`src/rtl/sprite_pkg.sv`:
```
// Shared constants and types for the LED sprite read path.
//   SPR_W, SPR_H     : sprite size in ROM pixels (32 x 32)
//   SPR_ADDR_W       : ROM address width, {row[4:0], col[4:0]}
//   rgb565_t         : one RGB565 pixel word
//   TRANSPARENT_DEF  : default see-through ROM word
package sprite_pkg;

   localparam int SPR_W      = 32;
   localparam int SPR_H      = 32;
   localparam int SPR_ADDR_W = 10;

   typedef logic [15:0] rgb565_t;

   localparam rgb565_t TRANSPARENT_DEF = 16'h0000;

endpackage

```
`src/rtl/sig_delay.sv`:
```
// Reset-clearable shift register, N stages of W bits.
//   clk   : clock
//   reset : synchronous active-high clear of every stage
//   d     : input word
//   q     : d delayed by N clocks
module sig_delay #(
   parameter int N = 3,
   parameter int W = 1
) (
   input  logic         clk,
   input  logic         reset,
   input  logic [W-1:0] d,
   output logic [W-1:0] q
);

   logic [W-1:0] pipe_q [N];
   logic [W-1:0] pipe_d [N];

   always_comb begin
      pipe_d[0] = d;
      for (int i = 1; i < N; i++) begin
         pipe_d[i] = pipe_q[i-1];
      end
   end

   always_ff @(posedge clk) begin
      if (reset) begin
         for (int i = 0; i < N; i++) begin
            pipe_q[i] <= '0;
         end
      end else begin
         pipe_q <= pipe_d;
      end
   end

   assign q = pipe_q[N-1];

endmodule

```
`src/rtl/led_sprite_reader.sv`:
```
// Read-side client of the 32x32 RGB565 LED sprite ROMs. Decides per pixel
// whether it lies inside the sprite, addresses both ROMs, muxes on/off image
// by the per-frame LED state and substitutes the background colour for
// misses and transparent words. All outputs share a 3-clock latency.
//   clk, reset            : pixel clock, synchronous active-high reset
//   hcount, vcount        : current pixel coordinates
//   de_in/hsync_in/vsync_in : video timing, delayed 3 clocks to *_out
//   frame_start           : once-per-frame pulse latching spr_x/spr_y/led_state
//   led_state             : 1 selects the LED-on image
//   spr_x, spr_y          : sprite top-left corner
//   bg_color              : background RGB565
//   rom_ad/ce/oce/reset   : shared ROM controls
//   rom_on_dout/off_dout  : ROM read data (1-clock latency)
//   rgb, de_out, hsync_out, vsync_out : aligned video out
module led_sprite_reader
   import sprite_pkg::*;
#(
   parameter int      CNT_W       = 10,
   parameter int      SCALE_LOG2  = 0,
   parameter rgb565_t TRANSPARENT = TRANSPARENT_DEF
) (
   input  logic                  clk,
   input  logic                  reset,
   input  logic [CNT_W-1:0]      hcount,
   input  logic [CNT_W-1:0]      vcount,
   input  logic                  de_in,
   input  logic                  hsync_in,
   input  logic                  vsync_in,
   input  logic                  frame_start,
   input  logic                  led_state,
   input  logic [CNT_W-1:0]      spr_x,
   input  logic [CNT_W-1:0]      spr_y,
   input  logic [15:0]           bg_color,
   output logic [SPR_ADDR_W-1:0] rom_ad,
   output logic                  rom_ce,
   output logic                  rom_oce,
   output logic                  rom_reset,
   input  logic [15:0]           rom_on_dout,
   input  logic [15:0]           rom_off_dout,
   output logic [15:0]           rgb,
   output logic                  de_out,
   output logic                  hsync_out,
   output logic                  vsync_out
);

   localparam int COORD_W = SPR_ADDR_W / 2;
   localparam logic [CNT_W:0] SPAN_X = (CNT_W+1)'(SPR_W << SCALE_LOG2);
   localparam logic [CNT_W:0] SPAN_Y = (CNT_W+1)'(SPR_H << SCALE_LOG2);

   logic [CNT_W-1:0]      x_l_q, x_l_d, y_l_q, y_l_d;
   logic                  led_l_q, led_l_d;
   logic [CNT_W:0]        dx, dy, dx_sc, dy_sc;
   logic                  hit;
   logic [SPR_ADDR_W-1:0] rom_ad_q, rom_ad_d;
   logic                  rom_ce_q, rom_ce_d;
   logic                  hit1_q, hit1_d, sel1_q, sel1_d;
   logic                  hit2_q, hit2_d, sel2_q, sel2_d;
   rgb565_t               word;
   rgb565_t               rgb_q, rgb_d;
   logic                  de_q, de_d, hsync_q, hsync_d, vsync_q, vsync_d;
   logic [2:0]            sync_mid;

   // Two stages here plus the output register below give the 3-clock alignment;
   // the stage-2 de tap is needed to blank rgb outside active video.
   sig_delay #(.N(2), .W(3)) u_sync_dly (
      .clk   (clk),
      .reset (reset),
      .d     ({vsync_in, hsync_in, de_in}),
      .q     (sync_mid)
   );

   always_comb begin
      x_l_d   = x_l_q;
      y_l_d   = y_l_q;
      led_l_d = led_l_q;
      if (frame_start) begin
         x_l_d   = spr_x;
         y_l_d   = spr_y;
         led_l_d = led_state;
      end

      // One extra bit so a pixel left of / above the sprite reads negative
      // instead of aliasing to a large in-range offset.
      dx    = {1'b0, hcount} - {1'b0, x_l_q};
      dy    = {1'b0, vcount} - {1'b0, y_l_q};
      dx_sc = dx >> SCALE_LOG2;
      dy_sc = dy >> SCALE_LOG2;
      hit   = de_in && !dx[CNT_W] && !dy[CNT_W] && (dx < SPAN_X) && (dy < SPAN_Y);

      rom_ad_d = rom_ad_q;
      if (hit) begin
         rom_ad_d = {dy_sc[COORD_W-1:0], dx_sc[COORD_W-1:0]};
      end
      rom_ce_d = hit;
      hit1_d   = hit;
      sel1_d   = led_l_q;
      hit2_d   = hit1_q;
      sel2_d   = sel1_q;

      word  = sel2_q ? rom_on_dout : rom_off_dout;
      rgb_d = bg_color;
      if (hit2_q && (word != TRANSPARENT)) begin
         rgb_d = word;
      end
      if (!sync_mid[0]) begin
         rgb_d = '0;
      end
      de_d    = sync_mid[0];
      hsync_d = sync_mid[1];
      vsync_d = sync_mid[2];
   end

   always_ff @(posedge clk) begin
      if (reset) begin
         x_l_q    <= '0;
         y_l_q    <= '0;
         led_l_q  <= 1'b0;
         rom_ad_q <= '0;
         rom_ce_q <= 1'b0;
         hit1_q   <= 1'b0;
         sel1_q   <= 1'b0;
         hit2_q   <= 1'b0;
         sel2_q   <= 1'b0;
         rgb_q    <= '0;
         de_q     <= 1'b0;
         hsync_q  <= 1'b0;
         vsync_q  <= 1'b0;
      end else begin
         x_l_q    <= x_l_d;
         y_l_q    <= y_l_d;
         led_l_q  <= led_l_d;
         rom_ad_q <= rom_ad_d;
         rom_ce_q <= rom_ce_d;
         hit1_q   <= hit1_d;
         sel1_q   <= sel1_d;
         hit2_q   <= hit2_d;
         sel2_q   <= sel2_d;
         rgb_q    <= rgb_d;
         de_q     <= de_d;
         hsync_q  <= hsync_d;
         vsync_q  <= vsync_d;
      end
   end

   assign rom_ad    = rom_ad_q;
   assign rom_ce    = rom_ce_q;
   assign rom_oce   = 1'b1;
   assign rom_reset = reset;
   assign rgb       = rgb_q;
   assign de_out    = de_q;
   assign hsync_out = hsync_q;
   assign vsync_out = vsync_q;

endmodule

```
`config.mk`:
```
export PLATFORM = sky130hd
export DESIGN_NAME = led_sprite_reader
export DESIGN_NICKNAME = d
export VERILOG_FILES = /design/src/rtl/sprite_pkg.sv /design/src/rtl/sig_delay.sv /design/src/rtl/led_sprite_reader.sv
export SDC_FILE = /design/constraint.sdc
export NUM_CORES = 1
export LEC_CHECK = 0
export BUFFER_PORTS_ARGS = -buffer_cell sky130_fd_sc_hd__buf_2
export CORE_MARGIN = 2
export CORE_UTILIZATION = 40
export DETAILED_ROUTE_END_ITERATION = 16
export GPL_ROUTABILITY_DRIVEN = 0
export HOLD_SLACK_MARGIN = 0.02
export PLACE_DENSITY = 0.75
export RECOVER_POWER = 100
export SETUP_SLACK_MARGIN = 0.15
export SYNTH_ARGS = -nofsm -noshare
export SYNTH_HDL_FRONTEND = slang
export SYNTH_SLANG_ARGS = --single-unit
```
`constraint.sdc`:
```
create_clock -name clk -period 2.8 [get_ports clk]
set_input_delay 0.14 -clock clk [delete_from_list [all_inputs] [get_ports clk]]
set_output_delay 0.14 -clock clk [all_outputs]
set_load 0.05 [all_outputs]
```
; ---- Word level (Yosys, flattened, before mapping)
; Cells that the tools add are included.
[totals]
out_inout_bits = 32
reg_bits = 60
word_cells = 30
[classes]
bitwise = 1
n_mux = 2
magnitude_cmp = 2
addsub = 2
n_reduce_logical = 9
[op_table]
columns = operator, n
row1 = 16-bit 2-to-1 mux, 2
row2 = "11-bit by 6-bit less-than comparator with 1-bit output, second input constant", 2
row3 = 10-bit by 10-bit subtractor with 11-bit output, 2
row4 = 16-bit nonzero test, 1
row5 = 1-bit logical AND, 5
row6 = 1-bit zero test, 2
row7 = 2-bit OR reduction, 1
row8 = 1-bit NOT, 1

; ---- Logic depth before layout (Yosys ltp)
; Gate-level depths: netlist of run 1.
[logic_depth]
depth_word = 6
depth_mapped = 12
ltp_nobuf = 11

; ---- By module
; From an unflattened synthesis of run 1, not the netlist that was laid out.
[hier_totals]
cells_unflattened = 402
area_unflattened_um2 = 3487.1
[by_module_without_submodules]
columns = mod, n_inst, area_each_um2, seq_area_each_um2, cells_per_inst
row1 = led_sprite_reader, 1, 3329.4, 1081.0, 390
row2 = sig_delay, 1, 157.7, 120.1, 12

; ---- Least setup slack after synthesis of run 1
; No wires, ideal clock.
[synth_timing]
kind = reg-to-reg
from = register y_l_q[0]
to = register rom_ad_q[0], in the netlist rom_ad[0]
setup_time_ns = 0.121
required_time_ns = 2.679
slack_ns = 0.106
period_less_slack_ns = 2.694
path_stages_with_launch = 12
arrival_time_ns = 2.573
cell_sequence = dfxtp_1 ha_1 inv_1 fa_1 a211oi_2 o21bai_1 a21oi_1 mux2i_1 a2111oi_0 and4_4 buf_12 mux2_4
[synth_via]
elab_chain_cells = 5
[synth_lines]
columns = element, line
row1 = start: declaration, led_sprite_reader.sv:50  ; logic [CNT_W-1:0] x_l_q, x_l_d, y_l_q, y_l_d;
row2 = start signal: assignment, led_sprite_reader.sv:130  ; y_l_q <= y_l_d;
row3 = 10-bit by 10-bit subtractor with 11-bit output *, led_sprite_reader.sv:85  ; dy = {1'b0, vcount} - {1'b0, y_l_q};
row4 = branches (longest 3 deep; another with 11-bit by 6-bit less-than comparator with 1-bit output), n/a
row5 = 1-bit logical AND *, led_sprite_reader.sv:88  ; hit = de_in && !dx[CNT_W] && !dy[CNT_W] && (dx < SPAN_X) && (dy < SPAN_Y);
row6 = end signal: assignment, led_sprite_reader.sv:132  ; rom_ad_q <= rom_ad_d;
row7 = end: declaration, led_sprite_reader.sv:54  ; logic [SPR_ADDR_W-1:0] rom_ad_q, rom_ad_d;
; Every way passes the cells marked *.
; A chain may end at the register's enable or synchronous reset.

; ---- Worst setup path in the final report of run 1
[layout_timing]
from = register y_l_q[0]
to = register rom_ad_q[3], in the netlist rom_ad[3]
; The elaborated chain is that of the path after synthesis.

==> results.md, run 1 <==
- Status: finished with violations
- Failing checks: capacitance limit, slew limit
- Crit Reg-Reg Endpoint: rom_ad[3]
- Initial core utilization: between 40% and 50%
- Synthesized flop and latch total: 60
- Total die area: 8984 µm²
- Routed len/inst: between 10 and 15 µm
- Power Total: 2.087 mW
- Period utilization: 94.67%
- Number of global-route vias before repair: around 2,700
- Fraction of layout cells with a size suffix above 1: 28.05%
- N_diodes: 0
- Unique cell type count in the Yosys netlist: 50
- Leakage: approximately 1.8 nW
- Die width: 94.79 µm
- Largest area contributor in the netlist: dfxtp_1
- Family with the most delay on the worst path: compound AO/OA/AOI/OAI gates
- Crit path max fanout: 5
- Reg2Reg Depth: 12
- Hold Vio Cnt, Final: 0
- Setup TNS: 0 ns
- Die outline height: ~95 µm
- PD cells: approximately 500 nW/µm²
- Layout Utilization: 52.44%
- Commonest register cell after synthesis: dfxtp_1
- Syn avg cell area: 9.158 µm²
- Top-area cell type share of the netlist area: between 30 and 40%
- Sink Count: 60
- Setup crit start kind: flip-flop
- Largest net degree at the start of global routing: 39
- Root buf cell: clkbuf_8
- Number of port buffers: 125
- Fraction of registers with async set/reset: 0%
- Setup CP Type: flip-flop to flip-flop
- Clock skew: 0.009081 ns
- Hold Startpoint: spr_x[3]
- Clk slew on worst S/H paths: 0.07 ns
- Final #Nets: ~600
- Crit path required time: 3.02 ns
- Final worst slack: 0.1494 ns
- DRC Markers: 0
- Worst min-delay path endpoint: x_l_q[3]
- Bufs and invs on worst path: 3
- Worst slack, placed: -0.005655 ns
- Mapped cell area: 3297 µm²
- Syn_nets: 477
- CTS H-tree lvls: 3
- Max Buffers Root-to-Sink: 2
- Worst Setup End Kind: flip-flop
- Layout fillers: 777
- # rows: 33
- Top cells by area, synth: dfxtp_1, mux2i_1, ha_1, nor2_1, nor2b_1
- Total track usage: roughly 18%
- CP max-delay cell: dfxtp_2
- Crit path launch: y_l_q[0]
- Number of max-cap violations: 1
- Via count: 3,053
- Max-slew headroom: -2.546%
- Initial drt markers: 87
- CP max stage delay: 0.36 ns
- Dpl hpwl: 6199 µm
- Core ar.: about 8100 µm²
- Final std cells w/o fill: 597
- Worst path cell trace: ha_4 -> inv_1 -> fa_2 -> a211oi_2 -> buf_4 -> o21a_1 -> o22ai_1 -> a21boi_1 -> a2111oi_2 -> and4_4 -> buf_6 -> mux2_4
- Hold depth: 3
- Vias per cell: 5.114
- Worst EP arrival: 2.87 ns
- TritonCTS clock tree: done
- Clock Latency Late Sink: 0.33 ns
- R2R Setup Slk: 0.15 ns
- Total gr overflow: 0
- Cells after Synth: 360
- Post-route ant nets: 0
- IO Pins: 127
- Area Overhead vs Synth: 28.73%
- Sequential element share of the synthesized area: 36.43%
- Slew Limit Fails: 22
- Setup violations, final: 0
- First-pass DRT Iterations: 5
- First-pass GRT wire length: 12,490 µm
- Worst-Margin Slew: 1.538 ns
- Max rail drop VDD: 0.2735 mV
- Placed insts: 575
- EDFF count, synth: 0
- Initial antenna violation count: 0
- RSZ-0062 raised after global routing: yes
- Reg-to-Reg Start: y_l_q[0]
- Fmax: between 0.3 and 0.4 GHz
- Total Wirelength: ~8300 µm
- Class of the worst hold path: input pin to flip-flop
- Num CTS Buffers: 9
- Synth warn: 0
- Tmin final: 2.651 ns
==> worst max path at each step <==
stage	end	slack (ns)	cells after the start
floorplan	rom_ad[0]	0.20	11
global placement	rom_ad[9]	0.12	10
detailed placement	rom_ad[9]	-0.006	10
CTS	rom_ad[9]	0.13	12
global route	rom_ad[7]	0.01	12
finish	rom_ad[3]	0.15	12
==> report_power, final <==
group	leakage (nW)	total [mW]	switching, mW	internal [mW]
Clock	0.0910	0.765	0.359	0.406
Combinational	1.27	0.428	0.232	0.196
Sequential	0.490	0.894	0.0127	0.881
Total	1.85	2.09	0.604	1.48
==> Yosys cell counts (3+ instances only) <==
master,count
nand2_1,5
clkbuf_1,12
nor2_1,52
o221ai_1,3
nor3_1,7
nand2b_1,6
inv_1,28
a211oi_1,18
nor4_1,4
a21o_1,3
ha_1,20
dfxtp_1,60
buf_1,3
mux2i_1,43
mux2_4,6
a21oi_1,8
o21ai_0,12
nor2b_1,22
a211o_1,3
o21a_1,5
==> stage by stage <==
step           cell area, µm²  hold WS (ns)
2_1_floorplan            3297        0.2682
3_3_place_gp             3991        0.3466
3_5_place_dp             3991        0.3558
4_1_cts                  4273       0.02519
5_1_grt                  4244       0.03245
6_report                 4244       0.04155
==> worst reg2reg max path, stage by stage (launching register included) <==
cell       delay (ns)
dfxtp_2          0.36
ha_4             0.13
inv_1            0.04
fa_2             0.34
a211oi_2         0.25
buf_4            0.16
o21a_1           0.14
o22ai_1          0.07
a21boi_1         0.13
a2111oi_2        0.21
and4_4           0.27
buf_6            0.13
mux2_4           0.30
==> registers in the layout, summed over array words and instances (netlist names) <==
signal / flops
de_out: 1
hit1_q: 1
hit2_q: 1
hsync_out: 1
led_l_q: 1
rgb: 16
rom_ad: 10
sel1_q: 1
sel2_q: 1
u_sync_dly.pipe_d: 3
u_sync_dly.q: 3
vsync_out: 1
x_l_q: 10
y_l_q: 10
==> what timing repair did <==
item,4_1_cts,5_1_grt
buffers inserted,5,0
endpoints found under the setup margin,11,11
hold buffers,1,0
resized for setup,11,4
hold endpoints to repair,1,0
pin swaps,4,0
cloned,0,0
==> layout make-up <==
type	instances	area, µm²	share of cell area (%)
clock buffers	9	123.9	2.919
clock inverters	7	67.56	1.592
inverters	28	105.1	2.476
multi-input cells	253	1951	45.96
flip-flops and latches	60	1202	28.33
well taps	105	131.4	3.096
repair buffers	135	663.1	15.63
==> cells by family (layout without fill, tap and decap cells) <==
logic type	count (synthesis)	in the layout	share of synthesized area, %
other	1	1	0.1137
AOI/OAI and AO/OA	70	70	15.18
adders and majority gates	22	22	8.805
and+or+nand+nor	106	106	16.17
muxes	50	50	16.13
xor gates and xnor gates	4	4	1.063
DFF	60	60	36.43
buffers and inverters	47	179	6.110
==> routing by layer <==
layer  track usage [%]  part of all wire, %
met1             19.31                   41
met2             33.98                   50
met3             5.108                  8.3
met5                 0                    0
met4             4.589                  1.4
==> placed cells by master (no fill, tap or decap), drive strengths merged, types with 2 or more instances in the layout <==
cell type	netlist	layout
inv	28	28
a21boi	3	3
a21o	3	3
fa	2	2
or4	2	2
xnor2	2	2
clkinv	0	3
nor4	4	4
clkbuf	12	43
a21oi	8	8
nor2b	23	23
a31oi	2	2
dfxtp	60	60
nand2	5	5
a211oi	19	19
o21ai	12	12
nor3	7	7
xor2	2	2
o31a	2	2
nand2b	6	6
mux2i	43	43
buf	7	100
mux2	7	7
o21a	5	5
or3	2	2
nor2	52	52
o221ai	3	3
a211o	3	3
a2111oi	2	2
clkinvlp	0	3
ha	20	20
o22ai	2	2
Note: power is estimated with default switching activity, not from simulation.
==> run 2, diff against run 1 <==
--- a/config.mk
+++ b/config.mk
@@ -8,6 +8,7 @@
 export BUFFER_PORTS_ARGS = -buffer_cell sky130_fd_sc_hd__buf_2
 export CORE_MARGIN = 2
 export CORE_UTILIZATION = 40
+export CTS_BUF_LIST = sky130_fd_sc_hd__clkbuf_16
 export DETAILED_ROUTE_END_ITERATION = 16
 export GPL_ROUTABILITY_DRIVEN = 0
 export HOLD_SLACK_MARGIN = 0.02
==> results.md, run 2 (synthesized netlist as in run 1, its figures left out) <==
- Worst EP arrival: 2.85 ns (was 2.87 ns)
- CP max-delay cell: dfxtp_2 (unchanged)
- Max-slew headroom: -3.468% (was -2.546%)
- WP depth: 12 (unchanged)
- Fmax: 0.3777 GHz (was 0.3773 GHz)
- Worst-Margin Slew: 1.552 ns (was 1.538 ns)
- Finished Cell Area: 4345 µm² (was 4244 µm²)
- Dpl hpwl: 6199 µm (unchanged)
- # rows: 33 (unchanged)
- Total track usage: 18.04% (was 17.91%)
- Total die area: 8984 µm² (unchanged)
- Worst min-delay path endpoint: x_l_q[3] (unchanged)
- Largest net degree at the start of global routing: 39 (unchanged)
- Number of max-cap violations: 1 (unchanged)
- Most common cell after layout, fill and taps aside: buf_2 (unchanged)
- Highest-count cells in the layout ignoring fill and taps: buf_2, dfxtp_1, nor2_1 (unchanged)
- Clock Latency Late Sink: 0.32 ns (was 0.33 ns)
- Failing checks: capacitance limit, slew limit (unchanged)
- DRC Markers: 0 (unchanged)
- TritonCTS clock tree: done (unchanged)
- Sink Count: 60 (unchanged)
- Clk slew on worst S/H paths: 0.06 ns (was 0.07 ns)
- Die width: 94.79 µm (unchanged)
- CP max stage delay: 0.35 ns (was 0.36 ns)
- Max reg flops: 16 (unchanged)
- Root buf cell: clkbuf_16 (was clkbuf_8)
- Initial core utilization: 40.74% (unchanged)
- Post-route ant nets: 0 (unchanged)
- Worst slack, placed: -0.005655 ns (unchanged)
- Core ar.: 8093 µm² (unchanged)
- R2R Setup Slk: 0.15 ns (about the same)
- Total Wirelength: 8343 µm (was 8310 µm)
- CTS H-tree lvls: 3 (unchanged)
- Area Overhead vs Synth: 31.80% (was 28.73%)
- RSZ-0062 raised after global routing: yes (unchanged)
- Hold Vio Cnt, Final: 0 (unchanged)
- Clock skew: 0.008447 ns (was 0.009081 ns)
- Status: finished with violations (unchanged)
- Num CTS Buffers: 9 (unchanged)
- Vias per cell: 5.102 (was 5.114)
- IO Pins: 127 (unchanged)
- GRT met1 Usage: 19.31% (unchanged)
- Max Buffers Root-to-Sink: 2 (unchanged)
- Via count: 3,046 (was 3,053)
- PD cells: 553.4 nW/µm² (was 491.7 nW/µm²)
- N_diodes: 0 (unchanged)
- Initial drt markers: 87 (unchanged)
- Setup crit start kind: flip-flop (unchanged)
- Initial antenna violation count: 0 (unchanged)
- Setup CP Type: flip-flop to flip-flop (unchanged)
- Met2 Track Usage GR: 34.28% (was 33.98%)
- Final #Nets: 604 (unchanged)
- Layout Utilization: 53.70% (was 52.44%)
- Slew Limit Fails: 22 (unchanged)
- Class of the worst hold path: input pin to flip-flop (unchanged)
- First-pass GRT wire length: 12,570 µm (was 12,490 µm)
- Number of port buffers: 125 (unchanged)
- Met3 GRT Util: 5.347% (was 5.108%)
- Hold Startpoint: spr_x[3] (unchanged)
- Family with the most delay on the worst path: compound AO/OA/AOI/OAI gates (unchanged)
- Leakage: 1.893 nW (was 1.846 nW)
- Busiest grt layer: met2 (unchanged)
- Tmin final: 2.647 ns (was 2.651 ns)
- First-pass DRT Iterations: 4 (was 5)
- Reg-to-Reg Start: y_l_q[0] (unchanged)
- Crit path max fanout: 5 (unchanged)
- Worst path cell trace: ha_4 -> inv_1 -> fa_2 -> a211oi_2 -> buf_4 -> o21a_1 -> o22ai_1 -> a21boi_1 -> a2111oi_2 -> and4_4 -> buf_6 -> mux2_4 (unchanged)
- Hold depth: 3 (unchanged)
- Fraction of layout cells with a size suffix above 1: 28.05% (unchanged)
- Period utilization: 94.55% (was 94.67%)
- Routed len/inst: 13.97 µm (was 13.92 µm)
- Worst Setup End Kind: flip-flop (unchanged)
- Final worst slack: 0.1526 ns (was 0.1494 ns)
- Number of global-route vias before repair: 2,760 (was 2,746)
- Bufs and invs on worst path: 3 (unchanged)
- Die outline height: 94.79 µm (unchanged)
- Reg2Reg Depth: 12 (unchanged)
- Setup violations, final: 0 (unchanged)
- Crit path required time: 3.00 ns (was 3.02 ns)
- Crit Reg-Reg Endpoint: rom_ad[3] (unchanged)
- Placed cell areas: 3991 µm² (unchanged)
- Total gr overflow: 0 (unchanged)
- Max rail drop VDD: 0.4135 mV (was 0.2735 mV)
[run 2: repair_timing]
action,in CTS,in global routing
buffers inserted,5,0
pin swaps,4,0
hold buffers,1,0
setup endpoints to repair,10,11
resized for setup,10,5
hold endpoints to repair,1,0
[run 2: worst min-delay path: cells and delay by family]
family,cells,cell delay [ns]
buf+inv,1,0.07
mux,1,0.06
simple gates,1,0.07
[run 2: cell type report]
cell class / instances / area (µm²)
clock inverter: 7 / 67.56
tap: 105 / 131.4
sequential: 60 / 1202
fill: 769 / 3747
multi-input combinational: 253 / 1951
inverter: 28 / 105.1
clock buffer: 9 / 225.2
timing repair buffer: 135 / 663.1
[run 2: how the worst max path moves through the flow]
stage             start         to  slack (ns)
2_1_floorplan  y_l_q[0]  rom_ad[0]        0.20
5_1_grt        y_l_q[0]  rom_ad[7]        0.02
6_report       y_l_q[0]  rom_ad[3]        0.15
4_1_cts        y_l_q[0]  rom_ad[9]        0.13
3_3_place_gp   y_l_q[0]  rom_ad[9]        0.12
3_5_place_dp   y_l_q[0]  rom_ad[9]      -0.006
[run 2: per-layer routing]
metal / vias to the layer above / routed length (µm) / share of wire, %
li1: 1519 / - / -
met1: 1381 / 3336 / 40
met2: 133 / 4190 / 50
met5: - / 0 / 0
met3: 13 / 699 / 8.4
met4: 0 / 116 / 1.4
[run 2: power breakdown]
part / switching (mW) / leakage (nW) / total (mW) / internal, mW
Clock: 0.399 / 0.137 / 1.08 / 0.683
Combinational: 0.232 / 1.27 / 0.428 / 0.196
Sequential: 0.0127 / 0.490 / 0.895 / 0.883
Total: 0.644 / 1.89 / 2.40 / 1.76
[run 2: stage by stage]
stage          hold WS, ns  power (mW)  cells    TNS, ns
3_5_place_dp        0.3558       1.317    575  -0.005655
3_3_place_gp        0.3466       1.308    575          0
6_report           0.05434       2.405    597          0
5_1_grt            0.05589       2.529    597          0
4_1_cts            0.04577       2.425    597          0
2_1_floorplan       0.2682       1.187    360          0
